===== src/rtl/imap_biu.sv =====
// Bus interface unit that fills the input-feature-map buffer from external memory.
// It splits a load into read bursts, one outstanding at a time, and writes each beat to the buffer.
module imap_biu #(
  parameter int BURST_MAX = 16,
  parameter int BUF_WORDS = 28672
) (
  input  logic        clk,
  input  logic        rst,
  input  logic        cmd_start,
  input  logic [31:0] cmd_ext_addr,
  input  logic [14:0] cmd_buf_addr,
  input  logic [15:0] cmd_len,
  output logic        busy,
  output logic        done,
  output logic        err,
  output logic        req_valid,
  input  logic        req_ready,
  output logic [31:0] req_addr,
  output logic [7:0]  req_len,
  input  logic        rsp_valid,
  output logic        rsp_ready,
  input  logic [63:0] rsp_data,
  input  logic        rsp_last,
  output logic [31:0] imap_waddr,
  output logic [63:0] imap_wdata,
  output logic        imap_wen
);

  typedef enum logic [2:0] {IDLE, CHECK, REQ, DATA, FIN} state_e;

  localparam logic [8:0]  BURST_MAX_W = 9'(BURST_MAX);
  localparam logic [16:0] BUF_WORDS_W = 17'(BUF_WORDS);

  state_e      state_q, state_d;
  logic        busy_q, busy_d;
  logic        done_q, done_d;
  logic        err_q, err_d;
  logic [31:0] ext_addr_q, ext_addr_d;
  logic [14:0] buf_addr_q, buf_addr_d;
  logic [15:0] remain_q, remain_d;
  logic [8:0]  burst_beats_q, burst_beats_d;
  logic [8:0]  beat_cnt_q, beat_cnt_d;
  logic        req_valid_q, req_valid_d;
  logic [31:0] req_addr_q, req_addr_d;
  logic [7:0]  req_len_q, req_len_d;
  logic        rsp_ready_q, rsp_ready_d;
  logic [14:0] imap_waddr_q, imap_waddr_d;
  logic [63:0] imap_wdata_q, imap_wdata_d;
  logic        imap_wen_q, imap_wen_d;

  logic [9:0]  to_boundary;
  logic [8:0]  remain_clip;
  logic [8:0]  beats_calc;
  logic [16:0] fill_end;
  logic        beat_acc;
  logic        final_beat;

  // Burst size: the smallest of the burst limit, the words still to load and the room left in the 4KB page.
  // NOTE: always_comb uses blocking '=' so later lines see the values computed above them.
  always_comb begin
    to_boundary = 10'd512 - {1'b0, ext_addr_q[11:3]};
    remain_clip = (remain_q > {7'd0, BURST_MAX_W}) ? BURST_MAX_W : remain_q[8:0];
    beats_calc  = (to_boundary < {1'b0, remain_clip}) ? to_boundary[8:0] : remain_clip;
    fill_end    = {2'b00, buf_addr_q} + {1'b0, remain_q};
  end

  // NOTE: every _d gets a default before the case, so no path can leave a latch behind.
  always_comb begin
    state_d       = state_q;
    busy_d        = busy_q;
    done_d        = 1'b0;
    err_d         = err_q;
    ext_addr_d    = ext_addr_q;
    buf_addr_d    = buf_addr_q;
    remain_d      = remain_q;
    burst_beats_d = burst_beats_q;
    beat_cnt_d    = beat_cnt_q;
    req_valid_d   = req_valid_q;
    req_addr_d    = req_addr_q;
    req_len_d     = req_len_q;
    rsp_ready_d   = rsp_ready_q;
    imap_waddr_d  = imap_waddr_q;
    imap_wdata_d  = imap_wdata_q;
    imap_wen_d    = 1'b0;
    beat_acc      = rsp_valid && rsp_ready_q;
    final_beat    = (beat_cnt_q == burst_beats_q - 9'd1);

    unique case (state_q)
      IDLE: begin
        busy_d = 1'b0;
        // busy is still high in the cycle done pulses, so a start there is dropped.
        if (cmd_start && !busy_q) begin
          ext_addr_d = cmd_ext_addr;
          buf_addr_d = cmd_buf_addr;
          remain_d   = cmd_len;
          err_d      = 1'b0;
          busy_d     = 1'b1;
          state_d    = CHECK;
        end
      end
      CHECK: begin
        if (remain_q == 16'd0) begin
          state_d = FIN;
        end else if (fill_end > BUF_WORDS_W) begin
          err_d   = 1'b1;
          state_d = FIN;
        end else begin
          state_d = REQ;
        end
      end
      REQ: begin
        if (!req_valid_q) begin
          req_valid_d   = 1'b1;
          req_addr_d    = ext_addr_q & 32'hFFFF_FFF8;
          req_len_d     = 8'(beats_calc - 9'd1);
          burst_beats_d = beats_calc;
          beat_cnt_d    = 9'd0;
        end else if (req_ready) begin
          req_valid_d = 1'b0;
          rsp_ready_d = 1'b1;
          state_d     = DATA;
        end
      end
      DATA: begin
        if (beat_acc) begin
          imap_wen_d   = 1'b1;
          imap_wdata_d = rsp_data;
          imap_waddr_d = buf_addr_q;
          buf_addr_d   = buf_addr_q + 15'd1;
          remain_d     = remain_q - 16'd1;
          beat_cnt_d   = beat_cnt_q + 9'd1;
          // The beat count ends the burst; rsp_last is only cross-checked against it.
          if (final_beat) begin
            if (!rsp_last) err_d = 1'b1;
            ext_addr_d  = ext_addr_q + {20'd0, burst_beats_q, 3'b000};
            rsp_ready_d = 1'b0;
            state_d     = (remain_q == 16'd1) ? FIN : REQ;
          end else if (rsp_last) begin
            err_d = 1'b1;
          end
        end
      end
      FIN: begin
        done_d  = 1'b1;
        state_d = IDLE;
      end
      default: state_d = IDLE;
    endcase
  end

  // NOTE: flops use non-blocking '<=' so all registers update together from pre-edge values.
  always_ff @(posedge clk or posedge rst) begin
    if (rst) begin
      state_q       <= IDLE;
      busy_q        <= 1'b0;
      done_q        <= 1'b0;
      err_q         <= 1'b0;
      ext_addr_q    <= '0;
      buf_addr_q    <= '0;
      remain_q      <= '0;
      burst_beats_q <= '0;
      beat_cnt_q    <= '0;
      req_valid_q   <= 1'b0;
      req_addr_q    <= '0;
      req_len_q     <= '0;
      rsp_ready_q   <= 1'b0;
      imap_waddr_q  <= '0;
      imap_wdata_q  <= '0;
      imap_wen_q    <= 1'b0;
    end else begin
      state_q       <= state_d;
      busy_q        <= busy_d;
      done_q        <= done_d;
      err_q         <= err_d;
      ext_addr_q    <= ext_addr_d;
      buf_addr_q    <= buf_addr_d;
      remain_q      <= remain_d;
      burst_beats_q <= burst_beats_d;
      beat_cnt_q    <= beat_cnt_d;
      req_valid_q   <= req_valid_d;
      req_addr_q    <= req_addr_d;
      req_len_q     <= req_len_d;
      rsp_ready_q   <= rsp_ready_d;
      imap_waddr_q  <= imap_waddr_d;
      imap_wdata_q  <= imap_wdata_d;
      imap_wen_q    <= imap_wen_d;
    end
  end

  assign busy       = busy_q;
  assign done       = done_q;
  assign err        = err_q;
  assign req_valid  = req_valid_q;
  assign req_addr   = req_addr_q;
  assign req_len    = req_len_q;
  assign rsp_ready  = rsp_ready_q;
  assign imap_waddr = {17'd0, imap_waddr_q};
  assign imap_wdata = imap_wdata_q;
  assign imap_wen   = imap_wen_q;

endmodule


===== config.mk =====
export PLATFORM = sky130hd
export DESIGN_NAME = imap_biu
export DESIGN_NICKNAME = d
export VERILOG_FILES = /design/src/rtl/imap_biu.sv
export SDC_FILE = /design/constraint.sdc
export NUM_CORES = 1
export LEC_CHECK = 0
export BUFFER_PORTS_ARGS = -buffer_cell sky130_fd_sc_hd__buf_2
export CORE_AREA = 2 2 147 149
export CTS_CLUSTER_DIAMETER = 150
export DETAILED_ROUTE_END_ITERATION = 7
export DIE_AREA = 0 0 149 151
export GPL_TIMING_DRIVEN = 0
export PLACE_DENSITY = 0.81
export SYNTH_ARGS = -nofsm -noshare
export SYNTH_HDL_FRONTEND = slang
export SYNTH_SLANG_ARGS = --single-unit
export TNS_END_PERCENT = 5

===== constraint.sdc =====
create_clock -name clk -period 6.7 [get_ports clk]
set_input_delay 0 -clock clk [delete_from_list [all_inputs] [get_ports clk]]
set_output_delay 0 -clock clk [all_outputs]
set_load 0.02 [all_outputs]

# Word level (Yosys, flattened, before mapping)

Cells that the tools add are included.

Bits in latches: 0
Bits in writable memories: 0
Register bits: 206
Input port bits: 133
Word-level logic and storage cells: 103
Memories kept: 0
Output and inout port bits: 142
Memory bits (read-only): 0

Equality and inequality tests: 16
Multiplexer cells: 43
Reduce and logical (&&, ||, !) cells: 16
Multiply operators: 0
Magnitude comparators: 3
Bitwise operators: 1
Add/sub/neg operators: 8
Shift operators: 0
Div/mod/pow operators: 0

Operators by type and width:

| cell                                                             | number |
|---|---|
| 2-to-1 mux 32 bit                                                | 3 |
| one-hot mux 32 bit (2 select lines)                              | 1 |
| 2-to-1 mux 9 bit                                                 | 4 |
| adder 32 x 12 -> 32 bit                                          | 1 |
| 2-to-1 mux 16 bit                                                | 2 |
| one-hot mux 16 bit (2 select lines)                              | 1 |
| 2-to-1 mux 15 bit                                                | 2 |
| one-hot mux 15 bit (2 select lines)                              | 1 |
| 2-to-1 mux 3 bit                                                 | 8 |
| one-hot mux 9 bit (2 select lines)                               | 1 |
| adder 15 x 16 -> 17 bit                                          | 1 |
| greater-than comparator 17 x 15 -> 1 bit (second input constant) | 1 |
| 2-to-1 mux 1 bit                                                 | 17 |
| equality test 16 x 1 -> 1 bit (second input constant)            | 1 |
| greater-than comparator 16 x 5 -> 1 bit (second input constant)  | 1 |
| zero test 16 bit                                                 | 1 |
| != test 2 bit (second input constant)                            | 8 |
| subtractor 16 x 1 -> 16 bit (second input constant)              | 1 |
| adder 15 x 1 -> 15 bit (second input constant)                   | 1 |
| one-hot mux 3 bit (4 select lines)                               | 1 |
| < comparator 10 x 9 -> 1 bit                                     | 1 |
| AND reduction 5 bit                                              | 2 |
| subtractor 10 x 9 -> 10 bit (first input constant)               | 1 |
| adder 9 x 1 -> 9 bit (second input constant)                     | 1 |
| 19 further kinds                                                 | 25 |

# Logic depth before layout (Yosys ltp)

Word-level depth: 5
Mapped depth: 17
Gate-level depth less buffers: 17

# Worst setup path after synthesis

No wires, ideal clock.

Path kind: flip-flop to flip-flop
Start: register ext_addr_q[7]
End: register req_len_q[6], in the netlist req_len[6]
Required time: 6617 ps
Arrival: 4054 ps
Setup slack: 2563 ps
Stages on the path, launching flop included: 15
Period minus slack after synthesis: 4137 ps
Setup time: 83 ps
Buffers on the path: 0
Path through: dfrtp_1 -> or4_1 -> nor4_1 -> xnor2_1 -> ha_1 -> a21o_1 -> a221o_1 -> nor3_2 -> mux2_2 -> ha_1 -> and2_1 -> nor3b_1 -> xnor2_1 -> mux2_2 -> o21ai_0

Word-level cells in the longest chain between the ends: 4

RTL lines:

| element                         | line | source |
|---|---|---|
| start: declaration              | 38   | `logic [31:0] ext_addr_q, ext_addr_d;` |
| start signal: assignment        | 175  | `ext_addr_q <= ext_addr_d;` |
| subtractor 10 x 9 -> 10 bit (*) | 61   | `to_boundary = 10'd512 - {1'b0, ext_addr_q[11:3]};` |
| < comparator 10 x 9 -> 1 bit    | 63   | `beats_calc = (to_boundary < {1'b0, remain_clip}) ? to_boundary[8:0] : remain_clip;` |
| 2-to-1 mux 9 bit (*)            | 63   |  |
| subtractor 8 x 1 -> 8 bit (*)   | 115  | `req_len_d = 8'(beats_calc - 9'd1);` |
| end signal: assignment          | 182  | `req_len_q <= req_len_d;` |
| end: declaration                | 45   | `logic [7:0] req_len_q, req_len_d;` |

Every way passes the cells marked *; elsewhere a longest branch is shown, timed or not.
A chain may end at the register's enable or synchronous reset.

# Final worst setup path

Ends and elaborated chain as after synthesis.

==> results.txt <==
H-tree Lvls -> 1
max cap viols -> 0
gr usage total -> 36.5%
# port buffers -> 251
DP Area -> 13100 um^2
EDFF count, synth -> 0
CP startpoint kind -> flip-flop
compound-cell area share of the yosys netlist -> 17.5%
xor/xnor share of the synthesized area -> 3.15%
period utilisation layout -> 70.3%
Via-to-Cell Ratio -> 6.10
# fillers -> 1444
Tmin final -> 4.71 ns
fin nets -> 1791
final std cells w/o fill -> 1914
final routed DRC violation total -> 0
RSZ-0062 raised after global routing -> no
Crit. End Element -> flip-flop
gr ovfl total -> 0
Post-DP HPWL -> 26.0 mm
starting density of the core -> 54.7%
DR WL/cell -> 21.8 um
Slew @ Worst Pin -> 1.07 ns
YS warnings -> 0
placer's final routability congestion estimate -> 0.954
class of the worst hold path -> in -> reg
Static Leakage -> 7.71 nW
Fin Clk Skew -> 0.0199 ns
mux contribution to synthesized area -> 9.25%
Post-Syn Instances -> 1188
layout cells sized above 1 -> 25.8%
Max Buffers Root-to-Sink -> 3
highest routed layer -> met4
slowest CP cell -> or4_1
adder-cell area share of the yosys netlist -> 4.64%
Site Rows -> 53
#FFs+latches synth -> 203
critical path's top delay family -> simple AND/OR/NAND/NOR gates
Buf+Inv Stages, Crit Path -> 0
library cells used by synthesis -> 74
chip height -> 151 um
routed via count -> 11700
core area -> 20800 um^2
outcome -> completed
initial antenna violation count -> 4
met1 wire length -> 15.3 mm
Synth area leader -> dfrtp_1
largest family of logic cells by synthesized area -> compound AO/OA/AOI/OAI gates
die width -> 149 um
CP Max Fanout -> 8
IO Count -> 275
1st-pass router iterations -> 7
mapped cell area -> 11400 um^2
CTS Root Buffer Type -> clkbuf_16
Yosys top cell area share -> 44.6%
final wirelength -> 41.8 mm
Post-CTS Hold Buffers -> 129
fin area -> 15200 um^2
CTS tree -> yes
Synth Area per Inst -> 9.58 um^2
largest net degree at the start of global routing -> 114
synth-to-layout area growth -> 33.8%
Critical Path AT -> 5.14 ns
Sinks on Clock Net -> 203
Pwr Density -> 199 nW/um^2
worst setup path category -> reg -> reg
antenna-violating nets left -> 0
Worst VDD drop -> 0.286 mV
pins over their slew limit -> 0
Synth Area in Simple Gates -> 16.4%
starting DRC count in detailed routing -> 1302
cts repair resizes -> 0
placed insts -> 1737
wire length on met3 -> 3.64 mm
CP Cell Sequence -> or4_1, nor4_1, xnor2_1, ha_1, a21o_1, a221o_1, nor3_2, mux2_2, ha_1, and2_1, nor3b_1, xnor2_1, mux2_2, o21ai_0
Fmax -> 0.212 GHz
postcts setup bufs -> 0
Final Hold Fails -> 0
DIE AREA -> 22500 um^2
Top FF cell, synth -> dfrtp_1
clk_lat worst skew -> 0.54 ns
# setup viols final -> 0
Slew HR -> 26.7%
Req. time, crit path -> 7.13 ns
ys async rst share -> 100%
vias in the first global route -> 11800
met2 WL -> 20.0 mm
Num CTS Buffers -> 24
clock transition at the registers of the reported paths -> 0.06 ns
Seq/Total Area, Yosys -> 44.6%
top cells by area, synth -> dfrtp_1 (45%), mux2_2 (8.9%), nand2_1 (5.7%)
critical path's largest stage delay -> 0.60 ns
first-pass GRT wire length -> 63.8 mm
==> placed cells by master (no fill, tap or decap), types with 5 or more instances in the layout <==
| cell | count |
|---|---|
| buf_2 | 255 |
| dfrtp_1 | 203 |
| nand2_1 | 172 |
| dlygate4sd3_1 | 129 |
| mux2_2 | 90 |
| a21oi_1 | 79 |
| nor2_1 | 68 |
| o21ai_0 | 64 |
| clkbuf_1 | 61 |
| nand3_1 | 44 |
| ha_1 | 39 |
| inv_1 | 28 |
| xor2_1 | 24 |
| conb_1 | 24 |
| clkbuf_16 | 24 |
| nor3_1 | 21 |
| buf_4 | 20 |
| xnor2_1 | 17 |
| and3_1 | 17 |
| o211ai_1 | 16 |
| a22oi_1 | 15 |
| o22ai_1 | 13 |
| o22a_1 | 12 |
| a21o_1 | 12 |
| o21a_1 | 12 |
| a31oi_1 | 12 |
| nand4_1 | 11 |
| or3_1 | 11 |
| a2bb2oi_1 | 8 |
| nand2b_1 | 7 |
| and2_1 | 7 |
| nor4_1 | 7 |
| a211oi_1 | 6 |
| diode_2 | 5 |
| a41oi_1 | 5 |
==> flip-flops by register name, summed over array words and instances, names as in the netlist, 8 cells and up <==
| signal | cells |
|---|---|
| buf_addr_q | 15 |
| ext_addr_q | 29 |
| burst_beats_q | 9 |
| imap_waddr_q | 15 |
| beat_cnt_q | 9 |
| req_addr | 29 |
| remain_q | 16 |
| imap_wdata | 64 |
| req_len | 8 |
==> metrics by stage <==
| step | total power [mW] | setup TNS, ns | hold WS, ns | utilization, % | setup slack (ns) |
|---|---|---|---|---|---|
| after detailed placement | 1.58 | 0 | 0.140 | 62.9 | 2.05 |
| after CTS | 3.01 | 0 | 0.0787 | 73.1 | 2.04 |
| after global placement | 1.57 | -225.10 | 0.221 | 62.8 | -1.12 |
| after floorplan | 1.47 | 0 | 0.133 | - | 1.16 |
| final | 3.04 | 0 | 0.0847 | 73.2 | 1.99 |
| after global routing | 3.12 | 0 | 0.0968 | 73.2 | 1.78 |
==> metal layers <==
layer,track usage [%],up-vias
met3,7.56,227
met5,0,-
met1,43.6,5576
li1,-,5110
met4,22.1,0
met2,60.9,755
==> path summary, 6_finish.rpt <==
path	endpoint	slack (ns)	start	cells after the start
min in group asynchronous	imap_wdata[62]	0.15	rst	3
max in group asynchronous	done	5.52	rst	4
setup reg to reg	req_len[6]	1.99	ext_addr_q[7]	14
hold reg to reg	req_addr[11]	0.47	req_addr[11]	2
hold / removal	state_q[0]	0.08	cmd_start	4
setup / recovery	req_len[6]	1.99	ext_addr_q[7]	14
==> where the power goes <==
group          internal, mW  total, mW  switching (mW)
logic                 0.162      0.350           0.188
clock network         0.840       1.40           0.557
registers              1.25       1.29          0.0355
==> logic make-up (layout without fill, tap and decap cells) <==
| group | count (synthesis) | after routing |
|---|---|---|
| buffers and inverters | 111 | 535 |
| other | 2 | 29 |
| xor gates and xnor gates | 41 | 41 |
| AOI/OAI and AO/OA | 301 | 301 |
| adders and majority gates | 41 | 41 |
| and+or+nand+nor | 395 | 395 |
| DFF | 203 | 203 |
| muxes | 94 | 94 |
==> cells in the mapped netlist (all sizes together), types with 5 or more instances <==
| cell | count |
|---|---|
| dfrtp | 203 |
| nand2 | 172 |
| mux2 | 90 |
| a21oi | 81 |
| nor2 | 68 |
| o21ai | 65 |
| clkbuf | 55 |
| nand3 | 45 |
| ha | 39 |
| inv | 29 |
| buf | 27 |
| nor3 | 24 |
| xor2 | 24 |
| and3 | 17 |
| xnor2 | 17 |
| o211ai | 16 |
| a22oi | 15 |
| o22ai | 13 |
| a21o | 12 |
| a31oi | 12 |
| o21a | 12 |
| o22a | 12 |
| nand4 | 11 |
| or3 | 11 |
| nor4 | 9 |
| a2bb2oi | 8 |
| and2 | 8 |
| nand2b | 7 |
| a211oi | 6 |
| nor3b | 6 |
| a41oi | 5 |
==> tightest hold or removal path: cells and delay by family <==
kind / cells / cell delay (ns)
buffers and inverters: 1 / 0.10
AND/OR/NAND/NOR: 1 / 0.24
AO/OA/AOI/OAI: 2 / 0.22
==> final cells by class <==
class                      instances  area [um^2]  area share (%)
buffer                            82          388            2.55
multi-input combinational        896         5900            38.7
tap                              275          344            2.26
clock buffer                      32          651            4.27
antenna                            5         12.5          0.0821
inverter                          29          116           0.764
clock inverter                    11          174            1.14
timing repair buffer             381         2570            16.9
sequential                       203         5080            33.3
Note: power is estimated with default switching activity, not from simulation.
